## config.mk

```make
export PLATFORM = sky130hd
export DESIGN_NAME = alu_op_issuer
export DESIGN_NICKNAME = d
export VERILOG_FILES = /design/src/rtl/alu_pkg.sv /design/src/rtl/alu_issue_skid.sv /design/src/rtl/alu_op_issuer.sv
export SDC_FILE = /design/constraint.sdc
export NUM_CORES = 1
export LEC_CHECK = 0
export CORE_MARGIN = 1.5
export CORE_UTILIZATION = 51
export DETAILED_ROUTE_END_ITERATION = 10
export GPL_TIMING_DRIVEN = 0
export MAX_ROUTING_LAYER = met4
export PLACE_DENSITY_LB_ADDON = 0.08
export SYNTH_ARGS = -nofsm -noshare
export SYNTH_HDL_FRONTEND = slang
export SYNTH_HIERARCHICAL = 1
export SYNTH_SLANG_ARGS = --single-unit
```

## constraint.sdc

```tcl
create_clock -name clk -period 2.24 [get_ports clk]
set_input_delay 0.224 -clock clk [delete_from_list [all_inputs] [get_ports clk]]
set_output_delay 0.224 -clock clk [all_outputs]
set_load 0.1 [all_outputs]
```

## src/rtl/alu_pkg.sv

```systemverilog
// Shared definitions for the MIPS ALU operation issuer: ALU control codes,
// opcode/funct encodings and the decoded-entry record carried by the skid buffer.
package alu_pkg;

    // ALU control codes
    localparam logic [3:0] CtrlAnd     = 4'b0000;
    localparam logic [3:0] CtrlOr      = 4'b0001;
    localparam logic [3:0] CtrlAddu    = 4'b0010;
    localparam logic [3:0] CtrlXor     = 4'b0011;
    localparam logic [3:0] CtrlNor     = 4'b0100;
    localparam logic [3:0] CtrlSubu    = 4'b0110;
    localparam logic [3:0] CtrlSlt     = 4'b0111;
    localparam logic [3:0] CtrlSll     = 4'b1000;
    localparam logic [3:0] CtrlSrl     = 4'b1001;
    localparam logic [3:0] CtrlAdd     = 4'b1011;
    localparam logic [3:0] CtrlSub     = 4'b1100;
    localparam logic [3:0] CtrlIllegal = 4'b1111;

    // Opcodes
    localparam logic [5:0] OpRtype = 6'h00;
    localparam logic [5:0] OpBeq   = 6'h04;
    localparam logic [5:0] OpAddi  = 6'h08;
    localparam logic [5:0] OpAddiu = 6'h09;
    localparam logic [5:0] OpSlti  = 6'h0A;
    localparam logic [5:0] OpAndi  = 6'h0C;
    localparam logic [5:0] OpOri   = 6'h0D;
    localparam logic [5:0] OpXori  = 6'h0E;

    // R-type funct codes
    localparam logic [5:0] FnSll  = 6'h00;
    localparam logic [5:0] FnSrl  = 6'h02;
    localparam logic [5:0] FnAdd  = 6'h20;
    localparam logic [5:0] FnAddu = 6'h21;
    localparam logic [5:0] FnSub  = 6'h22;
    localparam logic [5:0] FnSubu = 6'h23;
    localparam logic [5:0] FnAnd  = 6'h24;
    localparam logic [5:0] FnOr   = 6'h25;
    localparam logic [5:0] FnXor  = 6'h26;
    localparam logic [5:0] FnNor  = 6'h27;
    localparam logic [5:0] FnSlt  = 6'h2A;

    typedef struct packed {
        logic [3:0]  control;
        logic [31:0] operand0;
        logic [31:0] operand1;
        logic [4:0]  dest;
        logic        illegal;
    } alu_entry_t;

endpackage

```

## src/rtl/alu_issue_skid.sv

```systemverilog
// Two-entry skid buffer. The head register drives the output directly, so the
// presented entry only changes on a pop or when loading into an empty buffer.
// push_ready_o is registered and depends only on occupancy.
module alu_issue_skid #(
    parameter type entry_t = logic [7:0]
) (
    input  logic   clk,
    input  logic   rst_n,
    input  logic   push_i,
    input  entry_t push_data_i,
    output logic   push_ready_o,
    output logic   pop_valid_o,
    input  logic   pop_ready_i,
    output entry_t pop_data_o
);

    entry_t     head_q, head_d;
    entry_t     tail_q, tail_d;
    logic [1:0] cnt_q, cnt_d;
    logic       ready_q, ready_d;
    logic       push, pop;

    assign push = push_i && ready_q;
    assign pop  = (cnt_q != 2'd0) && pop_ready_i;

    // Next-state for occupancy and the two entry slots.
    always_comb begin
        head_d = head_q;
        tail_d = tail_q;
        cnt_d  = cnt_q;
        case (cnt_q)
            2'd0: begin
                if (push) begin
                    head_d = push_data_i;
                    cnt_d  = 2'd1;
                end
            end
            2'd1: begin
                if (push && pop) begin
                    head_d = push_data_i;
                end else if (push) begin
                    tail_d = push_data_i;
                    cnt_d  = 2'd2;
                end else if (pop) begin
                    cnt_d = 2'd0;
                end
            end
            2'd2: begin
                if (pop) begin
                    head_d = tail_q;
                    if (push) begin
                        tail_d = push_data_i;
                    end else begin
                        cnt_d = 2'd1;
                    end
                end
            end
            default: cnt_d = 2'd0;
        endcase
        ready_d = (cnt_d != 2'd2);
    end

    // Buffer state; reset discards everything and holds off input until the first edge.
    always_ff @(posedge clk or negedge rst_n) begin
        if (!rst_n) begin
            head_q  <= '0;
            tail_q  <= '0;
            cnt_q   <= 2'd0;
            ready_q <= 1'b0;
        end else begin
            head_q  <= head_d;
            tail_q  <= tail_d;
            cnt_q   <= cnt_d;
            ready_q <= ready_d;
        end
    end

    assign push_ready_o = ready_q;
    assign pop_valid_o  = (cnt_q != 2'd0);
    assign pop_data_o   = head_q;

endmodule

```

## src/rtl/alu_op_issuer.sv

```systemverilog
// MIPS ALU operation issuer: decodes an instruction plus register operands into
// an ALU control code and operand pair, and issues it through a 2-entry skid buffer.
// Optional: define ALU_ISSUER_LOGIC_EXT_EN to decode xor, nor and xori.
module alu_op_issuer
    import alu_pkg::*;
(
    input  logic        clk,
    input  logic        rst_n,
    input  logic        in_valid,
    output logic        in_ready,
    input  logic [31:0] instr,
    input  logic [31:0] rs_data,
    input  logic [31:0] rt_data,
    output logic        out_valid,
    input  logic        out_ready,
    output logic [3:0]  control,
    output logic [31:0] operand0,
    output logic [31:0] operand1,
    output logic [4:0]  dest,
    output logic        illegal,
    output logic [7:0]  illegal_cnt
);

    logic [5:0]  opcode, funct;
    logic [4:0]  rt_f, rd_f, shamt;
    logic [31:0] simm, zimm;
    logic        ok;
    logic [3:0]  ctrl;
    logic [31:0] op0, op1;
    logic [4:0]  dst;
    alu_entry_t  dec, head;
    logic [7:0]  illegal_cnt_q, illegal_cnt_d;
    logic        accept;
    logic        unused_rs_field;

    assign opcode = instr[31:26];
    assign rt_f   = instr[20:16];
    assign rd_f   = instr[15:11];
    assign shamt  = instr[10:6];
    assign funct  = instr[5:0];
    assign simm   = {{16{instr[15]}}, instr[15:0]};
    assign zimm   = {16'h0000, instr[15:0]};
    // The rs index is resolved by the register file; only its data is used here.
    assign unused_rs_field = ^instr[25:21];

    // Combinational decode of the incoming instruction into an ALU entry.
    always_comb begin
        ok   = 1'b1;
        ctrl = CtrlIllegal;
        op0  = rs_data;
        op1  = rt_data;
        dst  = rd_f;
        case (opcode)
            OpRtype: begin
                case (funct)
                    FnAdd:  ctrl = CtrlAdd;
                    FnAddu: ctrl = CtrlAddu;
                    FnSub:  ctrl = CtrlSub;
                    FnSubu: ctrl = CtrlSubu;
                    FnAnd:  ctrl = CtrlAnd;
                    FnOr:   ctrl = CtrlOr;
`ifdef ALU_ISSUER_LOGIC_EXT_EN
                    FnXor:  ctrl = CtrlXor;
                    FnNor:  ctrl = CtrlNor;
`endif
                    FnSlt:  ctrl = CtrlSlt;
                    FnSll: begin
                        ctrl = CtrlSll;
                        op0  = rt_data;
                        op1  = {27'b0, shamt};
                    end
                    FnSrl: begin
                        ctrl = CtrlSrl;
                        op0  = rt_data;
                        op1  = {27'b0, shamt};
                    end
                    default: ok = 1'b0;
                endcase
            end
            OpBeq: begin
                ctrl = CtrlSubu;
                dst  = 5'd0;
            end
            OpAddi:  begin ctrl = CtrlAdd;  op1 = simm; dst = rt_f; end
            OpAddiu: begin ctrl = CtrlAddu; op1 = simm; dst = rt_f; end
            OpSlti:  begin ctrl = CtrlSlt;  op1 = simm; dst = rt_f; end
            OpAndi:  begin ctrl = CtrlAnd;  op1 = zimm; dst = rt_f; end
            OpOri:   begin ctrl = CtrlOr;   op1 = zimm; dst = rt_f; end
`ifdef ALU_ISSUER_LOGIC_EXT_EN
            OpXori:  begin ctrl = CtrlXor;  op1 = zimm; dst = rt_f; end
`endif
            default: ok = 1'b0;
        endcase

        dec.control  = ok ? ctrl : CtrlIllegal;
        dec.operand0 = ok ? op0 : 32'h0;
        dec.operand1 = ok ? op1 : 32'h0;
        dec.dest     = ok ? dst : 5'd0;
        dec.illegal  = !ok;
    end

    alu_issue_skid #(
        .entry_t (alu_entry_t)
    ) u_skid (
        .clk          (clk),
        .rst_n        (rst_n),
        .push_i       (in_valid),
        .push_data_i  (dec),
        .push_ready_o (in_ready),
        .pop_valid_o  (out_valid),
        .pop_ready_i  (out_ready),
        .pop_data_o   (head)
    );

    assign accept = in_valid && in_ready;

    // Saturating count of accepted illegal instructions.
    always_comb begin
        illegal_cnt_d = illegal_cnt_q;
        if (accept && dec.illegal && (illegal_cnt_q != 8'hFF)) begin
            illegal_cnt_d = illegal_cnt_q + 8'd1;
        end
    end

    // Illegal counter register.
    always_ff @(posedge clk or negedge rst_n) begin
        if (!rst_n) begin
            illegal_cnt_q <= 8'h00;
        end else begin
            illegal_cnt_q <= illegal_cnt_d;
        end
    end

    assign control     = head.control;
    assign operand0    = head.operand0;
    assign operand1    = head.operand1;
    assign dest        = head.dest;
    assign illegal     = head.illegal;
    assign illegal_cnt = illegal_cnt_q;

endmodule

```

==> metrics.md <==
| Metric | Value |
|---|---|
| Fin area | about 11000 um^2 |
| Largest net degree at the start of global routing | slightly above 90 |
| FILL cells | roughly 1200 |
| ANT cells | 0 |
| Leakage | between 5 and 6 nW |
| Unrepaired setup endpoints after global routing | no |
| Worst-Margin Slew | about 1.0 ns |
| Worst VDD drop | 805 uV |
| Distinct cells, synth | 46 |
| CP top delay family | buffers and inverters |
| Crit path DAT | between 1.5 and 2 ns |
| Grt peak-use layer | met2 |
| Vias in the first global route | roughly 6600 |
| Count leader, synth | mux2_2 |
| DIE WIDTH | 130 um |
| DP Area | ~10000 um^2 |
| Worst-Skew Late Latency | roughly 0.43 ns |
| Mapped cell area | between 8000 and 9000 um^2 |
| Final setup TNS | 0 ns |
| CTS tree | done |
| Status | complete, no violations |
| Syn Nets | about 800 |
| IO Port Bufs | 176 |
| Clock Skew | 0.00802 ns |
| Power Density | ~1100 nW/um^2 |
| Pre-antenna DRT Iters | 5 |
| Crit end category | output port |
| Buf/Inv on CP | 1 |
| Max-cap violations | 0 |
| Synth area leader | dfrtp_1 |
| Met2 usage in global routing | 0.444 |
| Detailed-route DRC error count | 0 |
| Die area | 16800 um^2 |
| Dpl ws | -1.02 ns |
| Fin. Hold Viols | 0 |
| Largest family of logic cells by synthesized area | multiplexers |
| F_max | 453 MHz |
| Register area share after synthesis | 0.486 |
| Clock Path Buffers | 2 |
| CP startpoint kind | register |
| H-tree lvl count | 4 |
| Gate Count Post-Synth | approximately 710 |
| Core Footprint | approximately 16000 um^2 |
| Final period utilization | 0.985 |
| Final ANT Viol Nets | 0 |
| WL final | roughly 22000 um |
| Slowest CP cell | clkdlybuf4s50_1 |
| Most common flop cell mapped by yosys | dfrtp_1 |
| Initial Utilization | 0.519 |
| Worst EP required | around 2 ns |
| Area share of the largest cell type after synthesis | 0.486 |
| Synthesized flop and latch total | 159 |
| Area used by multi-input combinational logic | between 3000 and 4000 um^2 |
| DR vias | about 6500 |
| Total number of yosys warnings | 6 |
| Max-slew violations | 0 |
| Critical path fanouts, max | 2 |
| Root Buffer | clkbuf_16 |
| Top post-synthesis cells by area | dfrtp_1, mux2_2, mux2_1 |
| Crit path time final | ~2.2 ns |
| CTS Buf Count | 17 |
| Std-Cell Rows | 46 |
| First-pass GRT wire length | approximately 34000 um |
| Layout cells sized above 1 | 0.282 |
| Met3 Use GR | 0.0595 |
| Post-DP HPWL | about 16000 um |
| Layout area overhead | 33.9% |
| Post-synth EDFFs | 0 |
| Critical path class | register to output port |
| Initial antenna violation count | 0 |
| XOR/XNOR Fraction of Synth Area | 0.00749 |
| Clock Sinks | about 160 |
| GP Congestion | approximately 0.94 |
| Cells along the critical path | clkdlybuf4s50_1 |
| Relative slew margins | 0.301 |
| Worst setup slack after layout | approximately 0.034 ns |
| Post-Synth Simple-Gate Area | 0.0915 |
| Remaining Overflow, GRT | 0 |
| GRT met1 Usage | 0.344 |
| Post-synth ARST share | 1.00 |
| Avg Cell Area, Syn | roughly 12 um^2 |
| Min-delay worst type | primary input to asynchronous set/reset pin |
| Register area | approximately 4000 um^2 |
| # setup viols final | 0 |
| Post-DR wirelength/cell | approximately 20 um |
| Adder-cell share of the synthesized area | 0.00153 |
| DRT iter0 DRCs | roughly 400 |
| Total power | 12.4 mW |
| DR vias/cell | ~5.7 |
| Post-synth top cells | mux2_2, dfrtp_1, nand2_1, a21oi_1, mux2_1 |
| Top Ports | about 180 |
| Compound-Gate Fraction of Synth Area | 0.0724 |
| Mux share of post-synthesis cell area | 0.308 |
| Nets | between 1000 and 1500 |
| Reg clk slew, reported paths | roughly 0.06 ns |
| Total GRT Usage | 0.278 |
| Die Y | between 100 and 150 um |
| Critical Path Max Stage Delay | between 1 and 1.5 ns |
[layer usage]
layer  wire length [um]  up-vias  share of wire
li1                   -     2926              -
met1               9330     3268           0.42
met2              11000      255           0.49
met3               1350       56          0.060
met4                677        0          0.030
met5                  0        -              0
[per-stage QoR]
stage / std cells / utilization / hold slack [ns]
final: 1140 / 0.695 / 0.371
after global routing: 1140 / 0.695 / 0.442
after CTS: 1141 / 0.693 / 0.399
after detailed placement: 1104 / 0.650 / 0.277
after global placement: 1103 / 0.648 / 0.467
after floorplan: 711 / - / -0.0716
[worst paths after layout]
path                                                   start                                 to  slack (ns)  cells past startpoint
max reg2reg                        u_skid/cnt_q[0]$_DFF_PN0_  u_skid/pop_data_o[33]$_DFFE_PN0P_        0.13                      5
min reg2reg                    u_skid/tail_q[60]$_DFFE_PN0P_      u_skid/tail_q[60]$_DFFE_PN0P_        0.49                      1
min in group clk                                   instr[27]      u_skid/tail_q[73]$_DFFE_PN0P_        0.46                      3
min                                                    rst_n         illegal_cnt[4]$_DFFE_PN0P_        0.37                      2
max                        u_skid/pop_data_o[16]$_DFFE_PN0P_                       operand1[10]        0.03                      1
max in group asynchronous                              rst_n  u_skid/pop_data_o[57]$_DFFE_PN0P_        0.99                      3
[report_power, final]
part           total (mW)  internal (mW)  switching, mW
registers            3.97           3.55          0.426
logic                5.55           1.73           3.82
clock network        2.91           1.76           1.15
[sequential cells by signal (all words and copies together), names as in the netlist]
name                 count
u_skid/pop_data_o       74
u_skid/tail_q           74
illegal_cnt              8
u_skid/cnt_q             2
u_skid/push_ready_o      1
[layout make-up]
type                            instances  share of cell area
Timing Repair Buffer                  182               0.167
Sequential cell                       159               0.363
Buffer                                 47              0.0260
Tap cell                              216              0.0246
Multi-Input combinational cell        501               0.364
Clock inverter                          9             0.00981
Inverter                                3             0.00103
Clock buffer                           23              0.0445
[logic make-up after synthesis]
family / Yosys count
xor+xnor: 7
compound gates: 101
simple gates: 167
mux: 224
flops: 159
buf+inv: 52
fa+ha+maj: 1
[cells in the final DEF (no fill, tap or decap), drive strengths merged, types with 5 or more instances in the layout]
cell and n:
a21oi 71, a22oi 11, buf 33, clkbuf 43, clkdlybuf4s50 162, dfrtp 159, dlygate4sd2 9, mux2 223
nand2 103, nand3 16, nor2 15, nor3 5, nor4 5, xor2 6
[what timing repair did]
action | in CTS | in global routing
gates cloned | 1 | 0
endpoints found under the setup margin | 148 | 77
setup buffers | 4 | 0
endpoints found under the hold margin | 68 | 0
gates resized for setup | 31 | 18
pin swaps | 3 | 3
hold buffers | 1 | 0
(Power assumes the default switching activity.)
